### config.mk
export PLATFORM = sky130hd
export DESIGN_NAME = dbns_add_sequencer_flat
export DESIGN_NICKNAME = d
export VERILOG_FILES = /design/src/rtl/dbns_add_sequencer_if.sv /design/src/rtl/dbns_add_sequencer.sv /design/src/flat_wrapper.sv
export SDC_FILE = /design/constraint.sdc
export NUM_CORES = 1
export LEC_CHECK = 0
export ABC_CLOCK_PERIOD_IN_PS = 2300
export CAP_MARGIN = 25
export CORE_MARGIN = 5
export CORE_UTILIZATION = 42
export DETAILED_ROUTE_END_ITERATION = 6
export PLACE_DENSITY = 0.81
export SKIP_LAST_GASP = 1
export SLEW_MARGIN = 20
export SYNTH_ARGS = -nofsm -noshare
export SYNTH_HDL_FRONTEND = slang
export SYNTH_SLANG_ARGS = --single-unit
### constraint.sdc
create_clock -name clock -period 2.3 [get_ports clock]
set_input_delay 0.46 -clock clock [delete_from_list [all_inputs] [get_ports clock]]
set_output_delay 0.46 -clock clock [all_outputs]
set_load 0.005 [all_outputs]
### src/rtl/dbns_add_sequencer_if.sv
// -----------------------------------------------------------------------------
// dbns_add_sequencer_if
// Request/response handshake bundle for the DBNS addition sequencer.
//   Request  : in_valid / in_ready, operands in_a1 / in_a2, caller tag in_tag
//   Response : out_valid / out_ready, digit stores out_store (6 x 4 bit),
//              carries out_cout (6 x 2 bit), returned tag out_tag
// Modports:
//   slave  - the sequencer side (accepts requests, produces responses)
//   master - the caller side (issues requests, consumes responses)
// -----------------------------------------------------------------------------
interface dbns_add_sequencer_if #(
  parameter int NUM_BITS = 5,
  parameter int TAG_W    = 4
);
  logic                in_valid;
  logic                in_ready;
  logic [NUM_BITS-1:0] in_a1;
  logic [NUM_BITS-1:0] in_a2;
  logic [TAG_W-1:0]    in_tag;

  logic                out_valid;
  logic                out_ready;
  logic [23:0]         out_store;
  logic [11:0]         out_cout;
  logic [TAG_W-1:0]    out_tag;

  modport slave (
    input  in_valid, in_a1, in_a2, in_tag, out_ready,
    output in_ready, out_valid, out_store, out_cout, out_tag
  );

  modport master (
    output in_valid, in_a1, in_a2, in_tag, out_ready,
    input  in_ready, out_valid, out_store, out_cout, out_tag
  );
endinterface

### src/rtl/dbns_add_sequencer.sv
// -----------------------------------------------------------------------------
// dbns_add_sequencer
// Sequences one DBNS addition at a time: latches an operand pair onto the
// converter operand buses, waits the fixed converter + adder latency, captures
// the adder digit stores and carries, and presents them with the caller tag.
// Ports:
//   clock, reset : rising-edge clock, synchronous active-high reset
//   bus          : request/response handshake (slave modport)
//   dp_a1, dp_a2 : registered operands to converter 1 / converter 2
//   dp_store     : adder digits {110,101,100,010,001,000}, 4 bits each
//   dp_cout      : adder carries {cout6..cout1}, 2 bits each
//   busy         : high whenever the sequencer is not idle
//   op_count     : completed operations, saturates at 16'hFFFF
// -----------------------------------------------------------------------------
module dbns_add_sequencer #(
  parameter int NUM_BITS = 5,
  parameter int CONV_LAT = 2,
  parameter int ADD_LAT  = 1,
  parameter int TAG_W    = 4
) (
  input  logic                clock,
  input  logic                reset,
  dbns_add_sequencer_if.slave bus,
  output logic [NUM_BITS-1:0] dp_a1,
  output logic [NUM_BITS-1:0] dp_a2,
  input  logic [23:0]         dp_store,
  input  logic [11:0]         dp_cout,
  output logic                busy,
  output logic [15:0]         op_count
);

  localparam int LAT   = CONV_LAT + ADD_LAT;
  localparam int CNT_W = (LAT < 2) ? 1 : $clog2(LAT + 1);

  // A zero-latency datapath would need the capture on the accept edge itself,
  // which this controller does not support.
  if (LAT < 1) begin : g_lat_check
    $error("dbns_add_sequencer: CONV_LAT + ADD_LAT must be at least 1");
  end

  typedef enum logic [1:0] {S_IDLE, S_WAIT, S_DONE} state_t;

  state_t              state;
  state_t              state_nx;
  logic [CNT_W-1:0]    cnt;
  logic [TAG_W-1:0]    tag_q;
  logic [23:0]         store_q;
  logic [11:0]         cout_q;
  logic [TAG_W-1:0]    out_tag_q;
  logic [15:0]         op_cnt;
  logic [15:0]         op_cnt_nx;
  logic                accept;
  logic                capture;
  logic                retire;

  always_comb begin
    state_nx  = state;
    accept    = 1'b0;
    capture   = 1'b0;
    retire    = 1'b0;
    unique case (state)
      S_IDLE: begin
        if (bus.in_valid) begin
          accept   = 1'b1;
          state_nx = S_WAIT;
        end
      end
      S_WAIT: begin
        // cnt was loaded with LAT on accept, so reaching 1 marks edge k+LAT.
        if (cnt == CNT_W'(1)) begin
          capture  = 1'b1;
          state_nx = S_DONE;
        end
      end
      S_DONE: begin
        if (bus.out_ready) begin
          retire   = 1'b1;
          state_nx = S_IDLE;
        end
      end
      default: state_nx = S_IDLE;
    endcase
    // Written every cycle so the counter register always reloads from here.
    op_cnt_nx = (retire && (op_cnt != 16'hFFFF)) ? op_cnt + 16'd1 : op_cnt;
  end

  // Accept stage: operands to converters, tag held for the whole operation.
  // Capture stage: adder outputs frozen until the consumer takes them.
  always_ff @(posedge clock) begin
    if (reset) begin
      state     <= S_IDLE;
      cnt       <= '0;
      dp_a1     <= '0;
      dp_a2     <= '0;
      tag_q     <= '0;
      store_q   <= '0;
      cout_q    <= '0;
      out_tag_q <= '0;
      op_cnt    <= '0;
    end else begin
      state  <= state_nx;
      op_cnt <= op_cnt_nx;
      if (accept) begin
        dp_a1 <= bus.in_a1;
        dp_a2 <= bus.in_a2;
        tag_q <= bus.in_tag;
        cnt   <= CNT_W'(LAT);
      end else if (state == S_WAIT) begin
        cnt <= cnt - CNT_W'(1);
      end
      if (capture) begin
        store_q   <= dp_store;
        cout_q    <= dp_cout;
        out_tag_q <= tag_q;
      end
    end
  end

  assign bus.in_ready  = (state == S_IDLE) && !reset;
  assign bus.out_valid = (state == S_DONE);
  assign bus.out_store = store_q;
  assign bus.out_cout  = cout_q;
  assign bus.out_tag   = out_tag_q;
  assign busy          = (state != S_IDLE);
  assign op_count      = op_cnt;

endmodule

### src/flat_wrapper.sv
// flat-port wrapper written by rule: the top's interface ports become plain ports
module dbns_add_sequencer_flat 
#(
  parameter int NUM_BITS = 5,
  parameter int CONV_LAT = 2,
  parameter int ADD_LAT  = 1,
  parameter int TAG_W    = 4
)
  (clock, reset, dp_a1, dp_a2, dp_store, dp_cout, busy, op_count, bus_in_valid, bus_in_a1, bus_in_a2, bus_in_tag, bus_out_ready, bus_in_ready, bus_out_valid, bus_out_store, bus_out_cout, bus_out_tag);
  dbns_add_sequencer_if #(.NUM_BITS(NUM_BITS), .TAG_W(TAG_W)) bus_i ();
  input  logic clock;
  input  logic reset;
  output logic [NUM_BITS-1:0] dp_a1;
  output logic [NUM_BITS-1:0] dp_a2;
  input  logic [23:0] dp_store;
  input  logic [11:0] dp_cout;
  output logic busy;
  output logic [15:0] op_count;
  input wire logic [$bits(bus_i.in_valid)-1:0] bus_in_valid;
  input wire logic [$bits(bus_i.in_a1)-1:0] bus_in_a1;
  input wire logic [$bits(bus_i.in_a2)-1:0] bus_in_a2;
  input wire logic [$bits(bus_i.in_tag)-1:0] bus_in_tag;
  input wire logic [$bits(bus_i.out_ready)-1:0] bus_out_ready;
  output wire logic [$bits(bus_i.in_ready)-1:0] bus_in_ready;
  output wire logic [$bits(bus_i.out_valid)-1:0] bus_out_valid;
  output wire logic [$bits(bus_i.out_store)-1:0] bus_out_store;
  output wire logic [$bits(bus_i.out_cout)-1:0] bus_out_cout;
  output wire logic [$bits(bus_i.out_tag)-1:0] bus_out_tag;
  assign bus_i.in_valid = bus_in_valid;
  assign bus_i.in_a1 = bus_in_a1;
  assign bus_i.in_a2 = bus_in_a2;
  assign bus_i.in_tag = bus_in_tag;
  assign bus_i.out_ready = bus_out_ready;
  assign bus_in_ready = bus_i.in_ready;
  assign bus_out_valid = bus_i.out_valid;
  assign bus_out_store = bus_i.out_store;
  assign bus_out_cout = bus_i.out_cout;
  assign bus_out_tag = bus_i.out_tag;
  dbns_add_sequencer #(.NUM_BITS(NUM_BITS), .CONV_LAT(CONV_LAT), .ADD_LAT(ADD_LAT), .TAG_W(TAG_W)) u_core (.clock(clock), .reset(reset), .bus(bus_i), .dp_a1(dp_a1), .dp_a2(dp_a2), .dp_store(dp_store), .dp_cout(dp_cout), .busy(busy), .op_count(op_count));
endmodule
Word-level counts from Yosys, hierarchy flattened
Index checks and enable logic that the tools add are counted.
- register bits: 74
- logic and storage cells: 37
- input port bits: 54
- output and inout port bits: 69
- equality and inequality tests: 7
- add/subtract/negate cells: 2
- muxes and demuxes: 12
- reduce and logical (&&, ||, !) cells: 7
- operators with widths (kind ; number):
    $add A16 B1 Y16 const B ; 1
    $ne A16 B16 Y1 const B ; 1
    $mux W2 ; 5
    $mux W1 ; 6
    $pmux W2 S3 ; 1
    $eq A2 B1 Y1 const B ; 2
    $ne A2 B2 Y1 const B ; 2
    $reduce_bool A2 Y1 ; 2
    $reduce_and A3 Y1 ; 1
    $eq A2 B2 Y1 const B ; 1
    $logic_and A1 B1 Y1 ; 2
    $logic_not A2 Y1 ; 1
    $ne A2 B1 Y1 const B ; 1
    $sub A2 B1 Y2 const B ; 1
    $logic_not A1 Y1 ; 1

Logic depth before layout (Yosys ltp)
Gate-level depths: netlist of run 1.
- depth in word-level cells: 3
- depth in mapped cells: 7

Least setup slack after synthesis of run 1
No wires, ideal clock.
- kind: input port to output port
- start: in reset
- end: out bus_in_ready
- data arrival time: 1366 ps
- stages on the path: 4
- required time: 1840 ps
- path slack: 474 ps
- cell sequence: clkbuf_1 clkbuf_1 buf_1 nor2_1
- word-level cells in the longest chain between the ends: 2
- ends and longest elaborated chain (item ; RTL line ; RTL):
    start: declaration ; flat_wrapper.sv:12 ; input logic reset;
    $logic_not A1 Y1 ; dbns_add_sequencer.sv:119 ; assign bus.in_ready = (state == S_IDLE) && !reset;
    $logic_and A1 B1 Y1 ; dbns_add_sequencer.sv:119 ;
    end: declaration ; flat_wrapper.sv:24 ; output wire logic [$bits(bus_i.in_ready)-1:0] bus_in_ready;
No other way between the ends.

Worst setup path in the final report of run 1
- start: reg u_core.state[0]
- end: out bus_in_ready
- word-level cells in the longest chain between the ends: 2
- ends and longest elaborated chain (item ; RTL line ; RTL):
    start: declaration ; dbns_add_sequencer.sv:43 ; state_t state;
    start signal: assignment ; dbns_add_sequencer.sv:101 ; state <= state_nx;
    $logic_not A2 Y1 ; dbns_add_sequencer.sv:119 ;
    $logic_and A1 B1 Y1 ; dbns_add_sequencer.sv:119 ;
No other way between the ends.

==> qor.yml, run 1 <==
outcome: "completed"
crit_top_cell: "nor2_1"
syn_area_um2: 2950
ys_warn_count: 0
synth_nets: 421
grt.total_usage_pct: 18.5
path_cells: "nor2_1 > inv_1 > nor2_1 > clkdlybuf4s50_1"
die_w_um: 93.9
p_total_uw: 2810
critPathMaxStageDelay_ps: 510
syn_avg_cell_area_um2: 8.09
die_h_um: 93.9
cts_buffers: 9
fin_crit_sh_pct: 88.1
routed-via-count: 2871
grt_pass1_wl_um: 13000
hpwl_um: 5700
synth_edf_count: 0
syn2layout_area_growth_pct: 52.0
synthArstFlopShare_pct: 0
dp.cells: 567
max_freq_ghz: 0.493
cts_setup_buffers: 0
detail_route.first_pass.iterations: 4
setup_viol: 0
cp_max_fo: 6
numPortBuffers: 122
grt_max_degree: 82
avgRoutedWirePerCell_um: 13.9
synthCells: 365
cts_hold_buf: 0
mostFrequentLayoutCells: "121 x clkdlybuf4s50_1, 115 x nand2_1, 74 x dfxtp_1, 66 x a21oi_1, 14 x nor2_1"
critPathCaptureType: "primary output"
die-area_um2: 8810
postPlaceCellArea_um2: 4260
p_leak_uw: 0.00159
multiInputGateArea_um2: 1350
tightest_slew_ps: 839
hold_class: "register to register"
layout-drive-gt1-share_pct: 7.80
finalHoldViolCount: 0
critPathKind: "register to primary output"
clk_path_buf_depth: 2
fin_cells: 583
start_util_pct: 43.2
slew_headroom_pct: 44.1
fp.coreArea_um2: 6830
yosysSeqAreaShare_pct: 50.2
cts_tree: "done"
ant_nets: 0
finalWeightedCongestion: 0.868
nFillCells: 609
start_kind: "register"
drt-initial-drc-count: 117
clk_pin_slew_ps: 80
grt_pass1_vias: 2817
drt-total-wl_um: 8090
post-route-drc-count: 0
ctsResizeCount: 0
clockRootBuffer: "clkbuf_8"
grt_setup_unrepaired: "false"
pin_count: 123
synth_cell_types: 39
antenna_found_initial: 0
cts.sinks: 74
finish.instance_area_um2: 4490
final_common_cell: "clkdlybuf4s50_1"
cellPowerDensity_nw_per_um2: 625
ir_drop_mv: 0.300
diodes: 0
clock_skew_ps: 7.61
period_minus_slack_ps: 2030
slowest_stage: "clkdlybuf4s50_1"
critical_path_buf_inv_count: 2
max_cap_violations: 0
worst_ep_required_time_ps: 1840
cp_top_family: "buffers and inverters"
setup-tns-final_ps: 0
cp.arrival_ps: 1570
viasPerCell: 4.92
r2r-start: "u_core.op_count[0]"
overflow: 0
synth_seq_cells: 74
rows: 30
insertion_delay_ps: 340
fin_nets: 538
crit_start: "u_core.state[0]"
regArea_um2: 1480
htreeDepth: 3
ys.flop_type: "dfxtp_1"
slew_viol_final: 0
min_from: "u_core.bus.out_cout[1]"
[metal layers]
metal  global-route usage, %  wire (µm)
met1                    21.8       3540
met2                    32.6       3940
met3                    4.25        494
met4                    6.74        115
met5                       0          0
[report_power, final]
group / internal, µW / leakage [µW] / switching (µW)
clock network: 642 / 0.000112 / 486
logic: 190 / 0.000873 / 136
registers: 1330 / 0.000600 / 25.5
total: 2160 / 0.00159 / 647
[layout make-up]
type	count	area share, %
timing repair buffer	129	28.8
clock inverter	6	2.01
tap	96	2.68
clock buffer	10	3.07
sequential	74	33.0
inverter	4	0.334
multi-input combinational	264	30.1
[synth_stat cells, types with 4 or more instances]
| cell | instances | area share, % |
|---|---|---|
| clkbuf_1 | 12 | 1.5 |
| nand3_1 | 5 | 0.85 |
| a21oi_1 | 66 | 11 |
| nand2_1 | 115 | 15 |
| inv_1 | 4 | 0.51 |
| mux2_2 | 6 | 2.3 |
| nor2b_1 | 6 | 1.3 |
| nand4_1 | 5 | 1.1 |
| nor3_1 | 5 | 0.85 |
| buf_1 | 6 | 0.76 |
| nor2_1 | 14 | 1.8 |
| dfxtp_1 | 74 | 50 |
[worst paths after layout]
path / end / slack [ps] / cells after the start
setup / recovery: bus_in_ready / 270 / 4
hold / removal: u_core.bus.out_cout[1] / 460 / 2
setup reg to reg: u_core.op_count[5] / 470 / 6
hold reg to reg: u_core.bus.out_cout[1] / 460 / 2
[sequential cells by signal (all words and copies together), names as in the netlist]
name,count
u_core.cnt,2
u_core.bus.out_cout,12
u_core.bus.out_store,24
u_core.dp_a2,5
u_core.tag_q,4
u_core.bus.out_tag,4
u_core.state,2
u_core.op_count,16
u_core.dp_a1,5
[logic make-up after synthesis]
logic type      Yosys count  share of synthesized area [%]
compound gates           78                           14.2
fa+ha+maj                 2                          0.847
buf+inv                  27                           4.07
flops                    74                           50.2
mux                       8                           2.97
simple gates            176                           27.8
[tightest hold or removal path: cells and delay by family (launching register included)]
| kind | cells | cell delay [ps] |
|---|---|---|
| and+or+nand+nor | 1 | 50 |
| AOI/OAI and AO/OA | 1 | 50 |
| DFF | 1 | 310 |
[metrics by stage]
step                hold WS (ps)  utilization [%]  setup WS [ps]
global route                 476             65.7            180
finish                       456             65.7            273
floorplan                    432                -            474
global placement             439             62.4            200
detailed placement           442             62.4            162
CTS                          452             65.7            268
(Power assumes the default switching activity.)
==> inputs of run 2 (changes only) <==
--- a/config.mk
+++ b/config.mk
@@ -9,6 +9,7 @@
 export CAP_MARGIN = 25
 export CORE_MARGIN = 5
 export CORE_UTILIZATION = 42
+export CTS_CLUSTER_DIAMETER = 40
 export DETAILED_ROUTE_END_ITERATION = 6
 export PLACE_DENSITY = 0.81
 export SKIP_LAST_GASP = 1
==> results of run 2 <==
The final DEF is identical to that of run 1; final timing and power are the same.
==> inputs of run 3 (changes only) <==
--- a/config.mk
+++ b/config.mk
@@ -11,7 +11,8 @@
 export CORE_UTILIZATION = 42
 export CTS_CLUSTER_DIAMETER = 40
 export DETAILED_ROUTE_END_ITERATION = 6
-export PLACE_DENSITY = 0.81
+export MAX_ROUTING_LAYER = met4
+export PLACE_DENSITY = 0.88
 export SKIP_LAST_GASP = 1
 export SLEW_MARGIN = 20
 export SYNTH_ARGS = -nofsm -noshare
==> qor.yml, run 3 (synthesized netlist as in run 1, its figures left out) <==
outcome: "completed"
avgRoutedWirePerCell_um: 13.5
fin_nets: 539
r2r-start: "u_core.op_count[0]"
cts_hold_buf: 0
numPortBuffers: 122
min_from: "u_core.dp_a2[4]"
utilization_pct: 65.5
crit_start: "u_core.state[0]"
max_freq_ghz: 0.507
insertion_delay_ps: 330
cts.sinks: 74
fp.coreArea_um2: 6830
hold_slack_ps: 453
ctsResizeCount: 0
antenna_found_initial: 0
clock_skew_ps: 7.92
routed-via-count: 2906
cellPowerDensity_nw_per_um2: 625
cts_buffers: 9
diodes: 0
die_w_um: 93.9
largest_register_ffs: 24
postPlaceCellArea_um2: 4240
tightest_slew_ps: 816
grt_setup_unrepaired: "false"
cts_setup_buffers: 0
setup_ws_ps: 328
start_kind: "register"
critPathCaptureType: "primary output"
die-area_um2: 8810
cp_max_fo: 6
p_leak_uw: 0.00158
drt-total-wl_um: 7900
grt.total_usage_pct: 18.5
seqPwrFrac_pct: 48.4
hold_class: "register to register"
final_common_cell: "clkdlybuf4s50_1"
ir_drop_mv: 0.380
nFillCells: 598
period_minus_slack_ps: 1970
post-route-drc-count: 0
worst_ep_required_time_ps: 1840
mostFrequentLayoutCells: "121 x clkdlybuf4s50_1, 115 x nand2_1, 74 x dfxtp_1, 66 x a21oi_1, 14 x nor2_1"
clk_pin_slew_ps: 80
finish.instance_area_um2: 4470
htreeDepth: 3
detail_route.first_pass.iterations: 4
clk_path_buf_depth: 2
critPathKind: "register to primary output"
slew_headroom_pct: 45.6
reg2reg_slack_ps: 380
setup-tns-final_ps: 0
finalHoldViolCount: 0
pin_count: 123
p_int_uw: 2190
cp.arrival_ps: 1510
p_comb_share_pct: 11.6
drt-initial-drc-count: 124
fin_crit_sh_pct: 85.7
grt_max_degree: 82
syn2layout_area_growth_pct: 51.5
ant_nets: 0
max_cap_violations: 0
grt_pass1_wl_um: 12900
hpwl_um: 5660
slew_viol_final: 0
cts_tree: "done"
clockRootBuffer: "clkbuf_8"
switching_power_uw: 608
viasPerCell: 4.98
rows: 30
finalWeightedCongestion: 0.884
die_h_um: 93.9
p_clk_share_pct: 40.1
setup_viol: 0
start_util_pct: 43.2
overflow: 0
layout-drive-gt1-share_pct: 7.79
pre_cts_slack_ps: 154
swShare_pct: 21.8
grt_pass1_vias: 2848
[run 3: changes by cell type in the layout (fill, tap and decap cells not counted)]
cell / before / now
clkinvlp_4: 1 / 0
buf_12: 2 / 0
buf_4: 5 / 8
clkinv_4: 2 / 1
clkbuf_1: 0 / 1
clkbuf_8: 10 / 11
[run 3: area by class of cell]
type	count	area (µm²)	area share [%]
clock inverter	4	73.8	1.65
inverter	4	15.0	0.336
clock buffer	12	155	3.47
sequential	74	1480	33.1
tap	96	120	2.69
multi-input combinational	264	1350	30.2
timing repair buffer	130	1280	28.5
[run 3: critical path: stages, from the launching register on]
cell and delay (ps):
dfxtp_1 360, nor2_1 160, inv_1 70, nor2_1 80, clkdlybuf4s50_1 510
[run 3: routing by layer]
metal | track usage, % | share of wire, %
met4 | 6.02 | 0.56
met3 | 3.04 | 4.7
met1 | 23.0 | 45
met2 | 30.6 | 49
met5 | - | 0
[run 3: stage by stage]
step	total power (µW)	instances
2_1_floorplan	1510	365
3_3_place_gp	1700	568
3_5_place_dp	1710	568
4_1_cts	2830	584
5_1_grt	2910	584
6_report	2800	584
[run 3: final timing paths]
path	to	cells after the start
max	bus_in_ready	4
min reg2reg	u_core.dp_a2[4]	2
max reg2reg	u_core.op_count[5]	6
min	u_core.dp_a2[4]	2
[run 3: power by group through the flow]
stage | Clock [µW] | Sequential (µW) | Combinational [µW]
3_3_place_gp | 0 | 1380 | 320
4_1_cts | 1150 | 1350 | 329
6_report | 1120 | 1350 | 324
3_5_place_dp | 0 | 1380 | 327
5_1_grt | 1200 | 1360 | 356
2_1_floorplan | 0 | 1380 | 123
